**config.mk**
```make
export PLATFORM = sky130hd
export DESIGN_NAME = seven_seg_mux_driver_flat
export DESIGN_NICKNAME = d
export VERILOG_FILES = /design/src/rtl/seven_seg_mux_driver_if.sv /design/src/rtl/seven_seg_mux_driver.sv /design/src/flat_wrapper.sv
export SDC_FILE = /design/constraint.sdc
export NUM_CORES = 1
export LEC_CHECK = 0
export ABC_AREA = 1
export BUFFER_PORTS_ARGS = -buffer_cell sky130_fd_sc_hd__buf_2
export CELL_PAD_IN_SITES_DETAIL_PLACEMENT = 1
export CELL_PAD_IN_SITES_GLOBAL_PLACEMENT = 2
export CORE_MARGIN = 2
export CORE_UTILIZATION = 38
export DETAILED_ROUTE_END_ITERATION = 6
export PLACE_DENSITY_LB_ADDON = 0.1
export SYNTH_ARGS = -nofsm -noshare
export SYNTH_HDL_FRONTEND = slang
export SYNTH_SLANG_ARGS = --single-unit
export TNS_END_PERCENT = 10
```
**constraint.sdc**
```tcl
create_clock -name clk -period 5.1 [get_ports clk]
set_clock_uncertainty 0.15 [all_clocks]
set_input_delay 0.51 -clock clk [delete_from_list [all_inputs] [get_ports clk]]
set_output_delay 0.51 -clock clk [all_outputs]
set_load 0.01 [all_outputs]
```
**src/rtl/seven_seg_mux_driver_if.sv**
```systemverilog
// Display bus for seven_seg_mux_driver.
// The master side (result/status logic) supplies digit data, the load strobe
// and brightness. The slave side (the driver) returns the board pin values.
interface seven_seg_mux_driver_if #(
  parameter int NUM_DIGITS = 4
);
  // digit 0 is the most significant nibble
  logic [4*NUM_DIGITS-1:0] char;
  logic [NUM_DIGITS-1:0]   dp_in;
  logic [NUM_DIGITS-1:0]   blank;
  logic                    load;
  logic [3:0]              brightness;
  logic [NUM_DIGITS-1:0]   anode;
  logic [6:0]              LED;
  logic                    dp;
  logic                    frame_done;

  modport master (
    output char,
    output dp_in,
    output blank,
    output load,
    output brightness,
    input  anode,
    input  LED,
    input  dp,
    input  frame_done
  );

  modport slave (
    input  char,
    input  dp_in,
    input  blank,
    input  load,
    input  brightness,
    output anode,
    output LED,
    output dp,
    output frame_done
  );
endinterface

```
**src/rtl/seven_seg_mux_driver.sv**
```systemverilog
// Multiplexed seven-segment display driver.
// NUM_DIGITS hex digits are time-multiplexed onto one segment bus, with a
// one-hot anode select. The driver provides:
//   - a double-buffered digit store, so a frame never shows mixed data;
//   - a decimal point and a blanking control for each digit;
//   - PWM brightness;
//   - a one-cycle anti-ghosting gap at the start of every slot.
// Optional feature: define SEVEN_SEG_LZB_EN to enable leading-zero blanking.
module seven_seg_mux_driver #(
  parameter int NUM_DIGITS       = 4,
  parameter int REFRESH_LOG2     = 10,
  parameter bit ANODE_ACTIVE_LOW = 1'b1,
  parameter bit SEG_ACTIVE_LOW   = 1'b0
) (
  input logic                   clk,
  input logic                   rst,
  seven_seg_mux_driver_if.slave bus
);

  localparam int IDX_W = (NUM_DIGITS > 1) ? $clog2(NUM_DIGITS) : 1;
  localparam logic [IDX_W-1:0] LAST_IDX = IDX_W'(NUM_DIGITS - 1);

  // pin levels that mean "off" after polarity is applied
  localparam logic [NUM_DIGITS-1:0] ANODE_OFF = {NUM_DIGITS{ANODE_ACTIVE_LOW}};
  localparam logic [6:0]            SEG_OFF   = {7{SEG_ACTIVE_LOW}};

  // hex nibble to {a,b,c,d,e,f,g}, 1 = lit
  function automatic logic [6:0] hex_to_seg(input logic [3:0] h);
    logic [6:0] s;
    case (h)
      4'h0: s = 7'b1111110;
      4'h1: s = 7'b0110000;
      4'h2: s = 7'b1101101;
      4'h3: s = 7'b1111001;
      4'h4: s = 7'b0110011;
      4'h5: s = 7'b1011011;
      4'h6: s = 7'b1011111;
      4'h7: s = 7'b1110000;
      4'h8: s = 7'b1111111;
      4'h9: s = 7'b1111011;
      4'hA: s = 7'b1110111;
      4'hB: s = 7'b0011111;
      4'hC: s = 7'b1001110;
      4'hD: s = 7'b0111101;
      4'hE: s = 7'b1001111;
      default: s = 7'b1000111;
    endcase
    return s;
  endfunction

  // ---- stage p0: scan position and double-buffered digit store ----
  logic [REFRESH_LOG2-1:0] cnt_p0;
  logic [IDX_W-1:0]        idx_p0;
  logic                    pending;
  logic [4*NUM_DIGITS-1:0] sh_char;
  logic [NUM_DIGITS-1:0]   sh_dp;
  logic [NUM_DIGITS-1:0]   sh_blank;
  logic [4*NUM_DIGITS-1:0] act_char;
  logic [NUM_DIGITS-1:0]   act_dp;
  logic [NUM_DIGITS-1:0]   act_blank;

  logic slot_end;
  logic frame_end;

  assign slot_end  = &cnt_p0;
  assign frame_end = slot_end && (idx_p0 == LAST_IDX);

  // The slot counter runs freely. The digit index steps at the end of each slot.
  always_ff @(posedge clk or posedge rst) begin
    if (rst) begin
      cnt_p0 <= '0;
      idx_p0 <= '0;
    end else begin
      cnt_p0 <= cnt_p0 + 1'b1;
      if (slot_end) begin
        idx_p0 <= (idx_p0 == LAST_IDX) ? '0 : idx_p0 + 1'b1;
      end
    end
  end

  // Capture into shadow on load. Promote shadow to active only at a frame
  // boundary. A load on the boundary itself is held pending until the next one.
  always_ff @(posedge clk or posedge rst) begin
    if (rst) begin
      pending   <= 1'b0;
      sh_char   <= '0;
      sh_dp     <= '0;
      sh_blank  <= '0;
      act_char  <= '0;
      act_dp    <= '0;
      act_blank <= '0;
    end else begin
      if (frame_end && pending) begin
        act_char  <= sh_char;
        act_dp    <= sh_dp;
        act_blank <= sh_blank;
      end
      if (bus.load) begin
        sh_char  <= bus.char;
        sh_dp    <= bus.dp_in;
        sh_blank <= bus.blank;
        pending  <= 1'b1;
      end else if (frame_end) begin
        pending <= 1'b0;
      end
    end
  end

  // Select the active data for the digit currently being scanned.
  logic [3:0] cur_char;
  logic       cur_dp;
  logic       cur_blank;

  // Pick out the current digit's nibble, decimal point and blank bit.
  always_comb begin
    cur_char  = '0;
    cur_dp    = 1'b0;
    cur_blank = 1'b0;
    for (int i = 0; i < NUM_DIGITS; i++) begin
      if (idx_p0 == IDX_W'(i)) begin
        cur_char  = act_char[4*(NUM_DIGITS-1-i) +: 4];
        cur_dp    = act_dp[i];
        cur_blank = act_blank[i];
      end
    end
  end

  logic suppress;

`ifdef SEVEN_SEG_LZB_EN
  logic lead_zero;

  // A digit is suppressed while every digit from digit 0 up to and including
  // it is zero. The last digit always shows, so a zero value still reads "0".
  always_comb begin
    lead_zero = 1'b1;
    suppress  = 1'b0;
    for (int i = 0; i < NUM_DIGITS; i++) begin
      if (act_char[4*(NUM_DIGITS-1-i) +: 4] != 4'h0) begin
        lead_zero = 1'b0;
      end
      if ((idx_p0 == IDX_W'(i)) && (i != NUM_DIGITS - 1)) begin
        suppress = lead_zero;
      end
    end
  end
`else
  assign suppress = 1'b0;
`endif

  logic                  gap_ok;
  logic                  bright_ok;
  logic                  vld_p0;
  logic [NUM_DIGITS-1:0] anode_p0;
  logic [6:0]            led_p0;
  logic                  dp_p0;

  // Cycle 0 of each slot is always dark, which avoids ghosting. Brightness
  // limits how many of the 16 sub-slots are lit. A suppressed leading zero
  // still drives its anode when its decimal point must show.
  always_comb begin
    gap_ok    = (cnt_p0 != '0);
    bright_ok = (cnt_p0[REFRESH_LOG2-1 -: 4] <= bus.brightness);
    vld_p0    = gap_ok && bright_ok && !cur_blank && (!suppress || cur_dp);
    anode_p0  = '0;
    for (int i = 0; i < NUM_DIGITS; i++) begin
      anode_p0[i] = vld_p0 && (idx_p0 == IDX_W'(i));
    end
    led_p0 = (vld_p0 && !suppress) ? hex_to_seg(cur_char) : 7'b0000000;
    dp_p0  = vld_p0 && cur_dp;
  end

  // ---- stage p1: registered pin outputs with polarity applied ----
  logic [NUM_DIGITS-1:0] anode_p1;
  logic [6:0]            led_p1;
  logic                  dp_p1;
  logic                  frame_done_p1;

  // Register the pins so they change cleanly. Reset forces every pin to its off level.
  always_ff @(posedge clk or posedge rst) begin
    if (rst) begin
      anode_p1      <= ANODE_OFF;
      led_p1        <= SEG_OFF;
      dp_p1         <= SEG_ACTIVE_LOW;
      frame_done_p1 <= 1'b0;
    end else begin
      anode_p1      <= anode_p0 ^ ANODE_OFF;
      led_p1        <= led_p0 ^ SEG_OFF;
      dp_p1         <= dp_p0 ^ SEG_ACTIVE_LOW;
      frame_done_p1 <= frame_end;
    end
  end

  assign bus.anode      = anode_p1;
  assign bus.LED        = led_p1;
  assign bus.dp         = dp_p1;
  assign bus.frame_done = frame_done_p1;

endmodule
```
**src/flat_wrapper.sv**
```systemverilog
// flat-port wrapper written by rule: the top's interface ports become plain ports
module seven_seg_mux_driver_flat 
#(
  parameter int NUM_DIGITS       = 4,
  parameter int REFRESH_LOG2     = 10,
  parameter bit ANODE_ACTIVE_LOW = 1'b1,
  parameter bit SEG_ACTIVE_LOW   = 1'b0
)
  (clk, rst, bus_char, bus_dp_in, bus_blank, bus_load, bus_brightness, bus_anode, bus_LED, bus_dp, bus_frame_done);
  seven_seg_mux_driver_if #(.NUM_DIGITS(NUM_DIGITS)) bus_i ();
  input logic clk;
  input logic rst;
  input wire logic [$bits(bus_i.char)-1:0] bus_char;
  input wire logic [$bits(bus_i.dp_in)-1:0] bus_dp_in;
  input wire logic [$bits(bus_i.blank)-1:0] bus_blank;
  input wire logic [$bits(bus_i.load)-1:0] bus_load;
  input wire logic [$bits(bus_i.brightness)-1:0] bus_brightness;
  output wire logic [$bits(bus_i.anode)-1:0] bus_anode;
  output wire logic [$bits(bus_i.LED)-1:0] bus_LED;
  output wire logic [$bits(bus_i.dp)-1:0] bus_dp;
  output wire logic [$bits(bus_i.frame_done)-1:0] bus_frame_done;
  assign bus_i.char = bus_char;
  assign bus_i.dp_in = bus_dp_in;
  assign bus_i.blank = bus_blank;
  assign bus_i.load = bus_load;
  assign bus_i.brightness = bus_brightness;
  assign bus_anode = bus_i.anode;
  assign bus_LED = bus_i.LED;
  assign bus_dp = bus_i.dp;
  assign bus_frame_done = bus_i.frame_done;
  seven_seg_mux_driver #(.NUM_DIGITS(NUM_DIGITS), .REFRESH_LOG2(REFRESH_LOG2), .ANODE_ACTIVE_LOW(ANODE_ACTIVE_LOW), .SEG_ACTIVE_LOW(SEG_ACTIVE_LOW)) u_core (.clk(clk), .rst(rst), .bus(bus_i));
endmodule
```
==> impl_metrics.env <==
export IMPL_status="finished clean"
export IMPL_critPathKind="reg -> reg"
export IMPL_final_antenna_net_count=0
export IMPL_dp_hpwl_um=5220
export IMPL_seq_area_frac_synth=0.531
export IMPL_overflow=0
export IMPL_cp_end_kind="flip-flop"
export IMPL_synthMuxAreaShare=0
export IMPL_fin_cells=546
export IMPL_die_area_um2=9990
export IMPL_hold_ws_ns=0.00411
export IMPL_postLayoutCoreUtil=0.439
export IMPL_final_hold_viol_count=0
export IMPL_vdd_drop_max_uv=106
export IMPL_drc_errors=0
export IMPL_vias=2561
export IMPL_first_pass_iters=4
export IMPL_powerDensity_nw_per_um2=286
export IMPL_via_per_inst=4.69
export IMPL_synth_top_area_cell="dfrtp_1"
export IMPL_postCtsSetupRepairBufs=0
export IMPL_synth_most_common_cell="nand2_1"
export IMPL_timing_final_ws_setup_ns=2.50
export IMPL_synth_nets=434
export IMPL_synth_cell_types=32
export IMPL_cap_violations=0
export IMPL_cts_clk_slew_worst_paths_ns=0.08
export IMPL_synth_top_family_by_area="simple AND/OR/NAND/NOR gates"
export IMPL_crit_chain="ha_1 -> inv_1 -> nor3_4 -> nand2_2 -> nand2_1 -> o21ai_2"
export IMPL_period_needed_ns=2.60
export IMPL_track_usage=0.160
export IMPL_antenna_found_initial=0
export IMPL_relSlewSlack=0.420
export IMPL_nets=477
export IMPL_die_h_um=99.9
export IMPL_synthFlopType="dfrtp_1"
export IMPL_cp_required_ns=5.17
export IMPL_routed_wl_um=7070
export IMPL_io_buffer_count=43
export IMPL_synthCells=387
export IMPL_place_ws_ns=2.46
export IMPL_async_flop_share=1.00
export IMPL_fmax_mhz=384
export IMPL_synth_area_um2=3500
export IMPL_rows=35
export IMPL_drt_iter0_drc=47
export IMPL_reg2reg_from="u_core.idx_p0[0]$_DFFE_PP0N_"
export IMPL_synth_common_cells="nand2_1 (128), dfrtp_1 (70), inv_1 (38), nand3_1 (23), o21ai_0 (21)"
export IMPL_synth_fa_ha_area_frac=0.0572
export IMPL_grt_max_degree=53
export IMPL_cts_sinks=74
export IMPL_synth_top_area_share=0.501
export IMPL_dpl_instance_area_um2=3780
export IMPL_crit_start="u_core.idx_p0[0]$_DFFE_PP0N_"
export IMPL_initial_core_util=0.386
export IMPL_ios=44
export IMPL_hold_buffers=0
export IMPL_ys_warn_count=0
export IMPL_clk_path_buf_depth=2
export IMPL_rsz0062_at_grt="no"
export IMPL_crit_arrival_ns=2.67
export IMPL_drv_slew=0
export IMPL_start_kind="flip-flop"
export IMPL_ys_ff_latch=74
export IMPL_p_leak_nw=2.10
export IMPL_cts_tree="done"
export IMPL_grt_pass1_vias=2604
export IMPL_fin_crit_sh=0.511
export IMPL_cp_max_fo=40
export IMPL_synth_compound_gate_area_share=0.108
export IMPL_p_total_mw=1.14
export IMPL_synth_edf_count=0
export IMPL_wl_per_cell_um=13.0
export IMPL_yosys_top_cells_area="dfrtp_1 (50%), nand2_1 (14%), ha_1 (5.7%)"
export IMPL_fill_cells=1095
export IMPL_synthXorXnorAreaFrac=0.0200
export IMPL_gp_congestion=0.786
export IMPL_design_area_um2=3980
export IMPL_finalSetupViolations=0
export IMPL_grt_pass1_wl_um=12500
export IMPL_clk_latency_ns=0.35
export IMPL_synth_avg_cell_area_um2=9.04
export IMPL_fin_setup_tns_ns=0
export IMPL_placedCellCount=530
export IMPL_synth_simple_gate_area_frac=0.214
export IMPL_areaGrowthSynthToFinish_pct=13.8
export IMPL_worstMarginPinSlew_ns=0.868
export IMPL_hp_class="in -> async"
export IMPL_cts_made_buffers=9
export IMPL_ctsResizeCount=0
export IMPL_diodes=0
export IMPL_core_um2=9060
export IMPL_die_w_um=99.9
export IMPL_slowest_stage="nand2_2"
export IMPL_cts_root_buf="clkbuf_8"
export IMPL_cpPeakStageDelay_ns=0.59
export IMPL_drive_gt1_frac=0.216
export IMPL_htreeDepth=3
state kept, by name, indices dropped and copies added, names as in the netlist, 2 cells and up:
signal            flops
u_core.idx_p0         2
u_core.act_blank      4
u_core.sh_dp          4
u_core.sh_blank       4
u_core.sh_char       16
u_core.bus.anode      4
u_core.act_char      16
u_core.act_dp         4
u_core.cnt_p0        10
u_core.bus.LED        7
cell families after synthesis:
kind of cell,after synthesis
adder cells (fa/ha/maj),16
flip-flops,74
AND/OR/NAND/NOR,176
XOR/XNOR,8
buffers and inverters,55
AO/OA/AOI/OAI,58
metal layers:
layer	GRT usage	wire, um	part of all wire	vias up
met3	0.0279	193	0.027	12
met4	0.0759	154	0.022	0
met2	0.246	3150	0.45	42
met1	0.219	3570	0.51	1201
li1	-	-	-	1306
met5	0	0	0	-
worst paths after layout:
path                                                   end  slack (ns)  depth (start not counted)
setup / recovery           u_core.act_char[12]$_DFFE_PP0P_        2.50                          6
hold / removal                  u_core.cnt_p0[1]$_DFF_PP0_       0.004                          2
setup reg to reg           u_core.act_char[12]$_DFFE_PP0P_        2.50                          6
hold reg to reg                 u_core.cnt_p0[0]$_DFF_PP0_        0.32                          1
max in group asynchronous   u_core.sh_char[11]$_DFFE_PP0P_        3.78                          3
min in group clk            u_core.sh_char[15]$_DFFE_PP0P_        0.20                          3
power breakdown:
| part | switching (mW) | internal, mW | leakage [nW] |
|---|---|---|---|
| combinational | 0.0382 | 0.0192 | 1.07 |
| sequential | 0.00690 | 0.605 | 0.928 |
| clock | 0.227 | 0.242 | 0.0962 |
| total | 0.272 | 0.866 | 2.10 |
cells in the final DEF (no fill, tap or decap), types with 14 or more instances in the layout:
cell,count
dfrtp_1,70
a21oi_1,14
o21ai_0,21
buf_2,43
ha_1,16
nor2_1,15
nand3_1,23
nand2_1,128
inv_1,37
o21ai_2,15
cell type report:
cell class              instances  area, um2  area share
flip-flops and latches         74       1860       0.467
well taps                     111        139      0.0349
repair buffers                 44        223      0.0560
clock inverters                 5       62.6      0.0157
clock buffers                  11        141      0.0355
multi-input cells             258       1400       0.351
inverters                      43        161      0.0406
worst max-delay path: cells and delay by family, from the launching register on:
family / cells / cell delay (ns)
AO/OA/AOI/OAI: 1 / 0.07
flip-flops: 1 / 0.38
buffers and inverters: 1 / 0.22
adder cells (fa/ha/maj): 1 / 0.37
AND/OR/NAND/NOR: 3 / 1.27
Power figures use the tool's default switching activity.
